File: config.mk
export PLATFORM = sky130hd
export DESIGN_NAME = hazard_ctrl
export DESIGN_NICKNAME = d
export VERILOG_FILES = /design/src/rtl/hazard_ctrl.sv
export SDC_FILE = /design/constraint.sdc
export NUM_CORES = 1
export LEC_CHECK = 0
export ABC_CLOCK_PERIOD_IN_PS = 2710
export BUFFER_PORTS_ARGS = -buffer_cell sky130_fd_sc_hd__buf_2
export CAP_MARGIN = 5
export CELL_PAD_IN_SITES_DETAIL_PLACEMENT = 0
export CELL_PAD_IN_SITES_GLOBAL_PLACEMENT = 1
export CORE_UTILIZATION = 35
export DETAILED_ROUTE_END_ITERATION = 12
export GPL_TIMING_DRIVEN = 0
export PLACE_DENSITY = 0.81
export SETUP_SLACK_MARGIN = 0.02
export SLEW_MARGIN = 20
export SYNTH_ARGS = -nofsm -noshare
export SYNTH_HDL_FRONTEND = slang
export SYNTH_SLANG_ARGS = --single-unit
File: constraint.sdc
create_clock -name clk -period 2.71 [get_ports clk]
set_input_delay 0 -clock clk [delete_from_list [all_inputs] [get_ports clk]]
set_output_delay 0 -clock clk [all_outputs]
set_load 0.02 [all_outputs]
File: src/rtl/hazard_ctrl.sv
// ============================================================================
// hazard_ctrl
// ----------------------------------------------------------------------------
// Pipeline hazard and stall controller for the five-stage in-order RISC-V
// core. It sits beside the stage registers and decides, every cycle, which
// stage registers hold, which ones receive a bubble, and which DECODE
// operands take a forwarded result from EXE or MEM.
//
// Ports:
//   clk, rst_n            core clock, asynchronous active-low reset
//   id_valid              DECODE holds a valid instruction
//   id_src1, id_src2      DECODE source register indices
//   id_uses_src2          src2 is a real register operand
//   ex_valid, ex_wen      EXE instruction valid / writes a register
//   ex_is_load, ex_is_mul EXE instruction is a load / a multiply
//   ex_dst                EXE destination register
//   mem_valid, mem_wen    MEM instruction valid / writes a register
//   mem_dst               MEM destination register
//   dcache_miss           MEM access is waiting on the data cache
//   stall_if..stall_mem   hold the corresponding stage register
//   bubble_ex, bubble_mem clear the valid bit written into EXE / MEM
//   byp_ex, byp_mem       per-operand forwarding selects (bypass_t)
//   mul_busy              the multiply sequencer is in its MUL state
//   stall_cycles          free-running count of cycles with stall_id high
// ============================================================================

package hazard_ctrl_pkg;

    // One select bit per DECODE operand.
    typedef struct packed {
        logic dep_src1;
        logic dep_src2;
    } bypass_t;

endpackage

module hazard_ctrl
    import hazard_ctrl_pkg::*;
#(
    parameter int REG_FILE_LEN = 32,
    parameter int MUL_LAT      = 4
) (
    input  logic                            clk,
    input  logic                            rst_n,

    input  logic                            id_valid,
    input  logic [$clog2(REG_FILE_LEN)-1:0] id_src1,
    input  logic [$clog2(REG_FILE_LEN)-1:0] id_src2,
    input  logic                            id_uses_src2,

    input  logic                            ex_valid,
    input  logic                            ex_wen,
    input  logic                            ex_is_load,
    input  logic                            ex_is_mul,
    input  logic [$clog2(REG_FILE_LEN)-1:0] ex_dst,

    input  logic                            mem_valid,
    input  logic                            mem_wen,
    input  logic [$clog2(REG_FILE_LEN)-1:0] mem_dst,

    input  logic                            dcache_miss,

    output logic                            stall_if,
    output logic                            stall_id,
    output logic                            stall_ex,
    output logic                            stall_mem,
    output logic                            bubble_ex,
    output logic                            bubble_mem,
    output bypass_t                         byp_ex,
    output bypass_t                         byp_mem,
    output logic                            mul_busy,
    output logic [31:0]                     stall_cycles
);

    localparam int IDX_W = $clog2(REG_FILE_LEN);
    localparam int CNT_W = $clog2(MUL_LAT);

    // The first occupancy cycle is spent in IDLE, and the cycle with cnt==0
    // is the release cycle, so MUL is entered with MUL_LAT-2 remaining.
    localparam logic [CNT_W-1:0] CNT_INIT = CNT_W'(MUL_LAT - 2);

    typedef enum logic {
        IDLE = 1'b0,
        MUL  = 1'b1
    } mul_state_t;

    mul_state_t       state;
    mul_state_t       state_next;
    logic [CNT_W-1:0] cnt;
    logic [CNT_W-1:0] cnt_next;
    logic             mul_stall;

    logic ex_m1;
    logic ex_m2;
    logic mem_m1;
    logic mem_m2;
    logic load_use;

    // Producer match terms. x0 is hard-wired to zero, so a write to it is
    // never a dependency; src2 only counts when the instruction reads it.
    assign ex_m1  = id_valid & ex_valid & ex_wen & (ex_dst != '0) & (ex_dst == id_src1);
    assign ex_m2  = id_valid & ex_valid & ex_wen & (ex_dst != '0) & (ex_dst == id_src2)
                    & id_uses_src2;
    assign mem_m1 = id_valid & mem_valid & mem_wen & (mem_dst != '0) & (mem_dst == id_src1);
    assign mem_m2 = id_valid & mem_valid & mem_wen & (mem_dst != '0) & (mem_dst == id_src2)
                    & id_uses_src2;

    // A load in EXE has no result yet, so a dependency on it cannot be
    // forwarded from EXE and must wait one cycle for the load to reach MEM.
    assign load_use = (ex_m1 | ex_m2) & ex_is_load;

    // Forwarding selects. The EXE producer is younger than the MEM one, so
    // a MEM forward is only used when EXE does not also match that operand.
    // These ignore stalls entirely.
    assign byp_ex.dep_src1  = ex_m1 & ~ex_is_load;
    assign byp_ex.dep_src2  = ex_m2 & ~ex_is_load;
    assign byp_mem.dep_src1 = mem_m1 & ~ex_m1;
    assign byp_mem.dep_src2 = mem_m2 & ~ex_m2;

    assign mul_busy = (state == MUL);

    // Multiply sequencer state register. Reset drops straight back to IDLE
    // even in the middle of a multiply.
    always_ff @(posedge clk or negedge rst_n) begin
        if (!rst_n) begin
            state <= IDLE;
            cnt   <= '0;
        end else begin
            state <= state_next;
            cnt   <= cnt_next;
        end
    end

    // Multiply sequencer next-state logic. A multiply seen in IDLE stalls
    // immediately and moves to MUL; MUL keeps stalling while cnt counts
    // down, and the cnt==0 cycle lets the multiply leave EXE. A data-cache
    // miss freezes the whole pipeline, so the sequencer must not advance
    // either, otherwise the multiply would be released early.
    always_comb begin
        state_next = state;
        cnt_next   = cnt;
        mul_stall  = 1'b0;
        case (state)
            IDLE: begin
                if (ex_valid && ex_is_mul) begin
                    mul_stall  = 1'b1;
                    state_next = MUL;
                    cnt_next   = CNT_INIT;
                end
            end
            MUL: begin
                if (cnt != '0) begin
                    mul_stall = 1'b1;
                    cnt_next  = cnt - CNT_W'(1);
                end else begin
                    state_next = IDLE;
                end
            end
            default: begin
                state_next = IDLE;
            end
        endcase
        if (dcache_miss) begin
            state_next = state;
            cnt_next   = cnt;
        end
    end

    // Stall and bubble outputs in priority order: cache miss freezes every
    // stage with no bubbles, a multiply holds IF/ID/EX and feeds a bubble
    // into MEM, and a load-use hazard holds IF/ID and feeds a bubble into
    // EXE. The load-use bubble only appears when EXE itself is not held,
    // which the priority chain guarantees.
    always_comb begin
        stall_if   = 1'b0;
        stall_id   = 1'b0;
        stall_ex   = 1'b0;
        stall_mem  = 1'b0;
        bubble_ex  = 1'b0;
        bubble_mem = 1'b0;
        if (dcache_miss) begin
            stall_if  = 1'b1;
            stall_id  = 1'b1;
            stall_ex  = 1'b1;
            stall_mem = 1'b1;
        end else if (mul_stall) begin
            stall_if   = 1'b1;
            stall_id   = 1'b1;
            stall_ex   = 1'b1;
            bubble_mem = 1'b1;
        end else if (load_use) begin
            stall_if  = 1'b1;
            stall_id  = 1'b1;
            bubble_ex = 1'b1;
        end
    end

    // Performance counter of DECODE stall cycles; wraps naturally at 2^32.
    always_ff @(posedge clk or negedge rst_n) begin
        if (!rst_n) begin
            stall_cycles <= '0;
        end else if (stall_id) begin
            stall_cycles <= stall_cycles + 32'd1;
        end
    end

endmodule

==> out/results.ini <==
[floorplan]
start_util_pct=37.1
core-area_um2=5610
die_area_um2=6260
fp.dieH_um=79.2
num_io_pins=74
core.rowCount=27
die_w_um=79.2

[yosys]
synth_edf_count=0
ys_seq_area_share_pct=42.0
async_flop_share_pct=100
syn_area_per_cell_um2=10.1
synth_top_cell_area_share_pct=42.0
syn_inst=207
synth.most_common_cell=xor2_1
synth_seq_cells=35
ys_types=32
yosys_warnings=0
syn_area_um2=2080
synth-main-ff-cell=dfrtp_1
synth_nets=240
yosys-top-cells-area=dfrtp_1 (42%), xor2_1 (18%), a211oi_1 (4.7%), a2111oi_2 (4.3%), xnor2_1 (3.4%)
synthTopCellsByCount=xor2_1 (43), dfrtp_1 (35), nand2_1 (15)
synth_top_area_cell=dfrtp_1

[critical_path]
worst_ep_arrival_time_ps=2400
endpoint_kind=output pin
r2r_setup_slack_ps=500
path_class=flip-flop to output pin
cp.required_ps=2710
cp_max_fo=10
startpoint_type=flip-flop

[timing]
setup_viol=0
hold_viol_final=0
max_freq_mhz=417
min_period_ps=2400
rsz0062_at_grt=false
worst_pin_slew_ps=780
finalMaxSlewViolations=0
max-slew-margin-rel_pct=48.0
fin_tns_setup_ps=0
fin_skew_ps=8.76
fin_crit_sh_pct=88.6

[clocking]
clk_pin_slew_worst_paths_ps=70
htree_levels=2
cts-root-buf=clkbuf_8
numCtsBuffers=5
cts_tree=done
cts_sinks=35
clk_latency_ps=290
cts.path.max_buffers=2

[layout]
diodes=0
multi_input_area_um2=1120
final.fill_count=564
drive_above_1_share_pct=32.1
layout.nets=322
ff_latch_area_um2=876
fin_cells=362
area.growth.synth_to_final_pct=28.5

[run]
maxCapViolCount=0

[route]
drt-wirelength-per-cell_um=13.5
wl_mm=4.90
viasPerCell=4.87
ant_nets=0
num_vias=1764
drc=0
drtPass1Iterations=4
drt_iter0_markers=89

[place]
dp.cells=352
io_buffers=73
gp_congestion=0.756
hpwl_mm=3.67

[power]
intPower_mw=1.20
p_per_area_nw_per_um2=729
ir_drop_mv=0.589
switching_share_pct=38.7
power_frac_seq_pct=38.7
p_sw_mw=0.756
comb_power_share_pct=36.1
p_leak_nw=1.05
clockPowerShare_pct=25.1

[global_route]
grt_pass1_wl_mm=8.31
grt_pass1_vias=1740
globalRouteTotalUtil_pct=17.1
antenna_found_initial=0
gr-total-overflow=0
grt_max_degree=36

[min_path]
hp-class=primary input to flip-flop

[outcome]
status=completed

-- placed cells by master (no fill, tap or decap), types with 4 or more instances in the layout --
| cell | Yosys | routed |
|---|---|---|
| buf_2 | 0 | 73 |
| xor2_1 | 43 | 43 |
| dfrtp_1 | 35 | 35 |
| nand2_1 | 15 | 15 |
| nand3_1 | 13 | 13 |
| a211oi_1 | 13 | 13 |
| inv_1 | 9 | 9 |
| nor2_1 | 8 | 8 |
| xnor2_1 | 8 | 8 |
| a21oi_1 | 8 | 8 |
| nor3_1 | 6 | 6 |
| a2111oi_2 | 6 | 6 |
| clkbuf_8 | 0 | 6 |
| nand4_1 | 5 | 5 |
| clkbuf_1 | 5 | 4 |
-- stage by stage --
stage / setup WS (ps) / total power [mW] / hold WS, ps / utilization (%) / cell area, um2
2_1_floorplan: 491 / 1.22 / -296 / - / 2080
3_3_place_gp: 262 / 1.46 / 123 / 45.3 / 2540
3_5_place_dp: 226 / 1.47 / 128 / 45.3 / 2540
4_1_cts: 268 / 1.97 / 292 / 47.7 / 2680
5_1_grt: 99.3 / 2.08 / 311 / 47.7 / 2680
6_report: 310 / 1.95 / 292 / 47.7 / 2680
-- cell type report --
class / count / area share (%)
multi-input cells: 154 / 42.0
clock buffers: 6 / 3.08
clock inverters: 2 / 1.31
plain buffers: 9 / 1.87
well taps: 72 / 3.36
repair buffers: 75 / 14.4
inverters: 9 / 1.26
flip-flops and latches: 35 / 32.7
-- cell families (layout without fill, tap and decap cells) --
| group | after synthesis | after routing | synth area share, % |
|---|---|---|---|
| xor+xnor | 51 | 51 | 21.4 |
| mux | 1 | 1 | 0.541 |
| fa+ha+maj | 2 | 2 | 1.20 |
| compound gates | 36 | 36 | 15.1 |
| simple gates | 64 | 64 | 15.7 |
| buf+inv | 18 | 101 | 3.96 |
| flops | 35 | 35 | 42.0 |
-- metal layers --
metal	track usage [%]	up-vias	wire length, um
met3	3.68	6	193
met4	6.00	0	71
met2	26.7	41	2240
met1	23.3	816	2390
li1	-	901	-
met5	0	-	0
-- final timing paths --
check | startpoint | end | depth (start not counted)
max | cnt[0] | stall_if | 9
min | ex_is_mul | cnt[1] | 6
max reg2reg | cnt[0] | stall_cycles[1] | 8
min reg2reg | stall_cycles[31] | stall_cycles[31] | 1
max in group asynchronous | rst_n | stall_cycles[7] | 2
min in group asynchronous | rst_n | stall_cycles[29] | 2
-- state kept, by name, indices dropped and copies added, names as in the netlist --
signal	flops
stall_cycles	32
cnt	2
mul_busy	1
-- worst max-delay path, cell delays in order (launching register included) --
cell	delay, ps
dfrtp_1	380
inv_1	70
ha_1	140
nand2b_1	110
o21ai_0	100
nor2_1	430
clkbuf_2	380
nand2_1	190
buf_4	170
buf_2	150
-- repair_timing --
action                     4_1_cts  5_1_grt
resized for setup                1        0
buffers inserted                 0        0
hold buffers                     2        0
setup endpoints to repair        1        0
hold endpoints to repair        36        0
-- power by group through the flow --
| stage | Sequential (mW) | Combinational (mW) | Clock [mW] |
|---|---|---|---|
| 2_1_floorplan | 0.865 | 0.352 | 0 |
| 3_3_place_gp | 0.762 | 0.695 | 0 |
| 3_5_place_dp | 0.764 | 0.706 | 0 |
| 4_1_cts | 0.756 | 0.715 | 0.497 |
| 5_1_grt | 0.777 | 0.775 | 0.528 |
| 6_report | 0.756 | 0.705 | 0.491 |
Power figures use the tool's default switching activity.
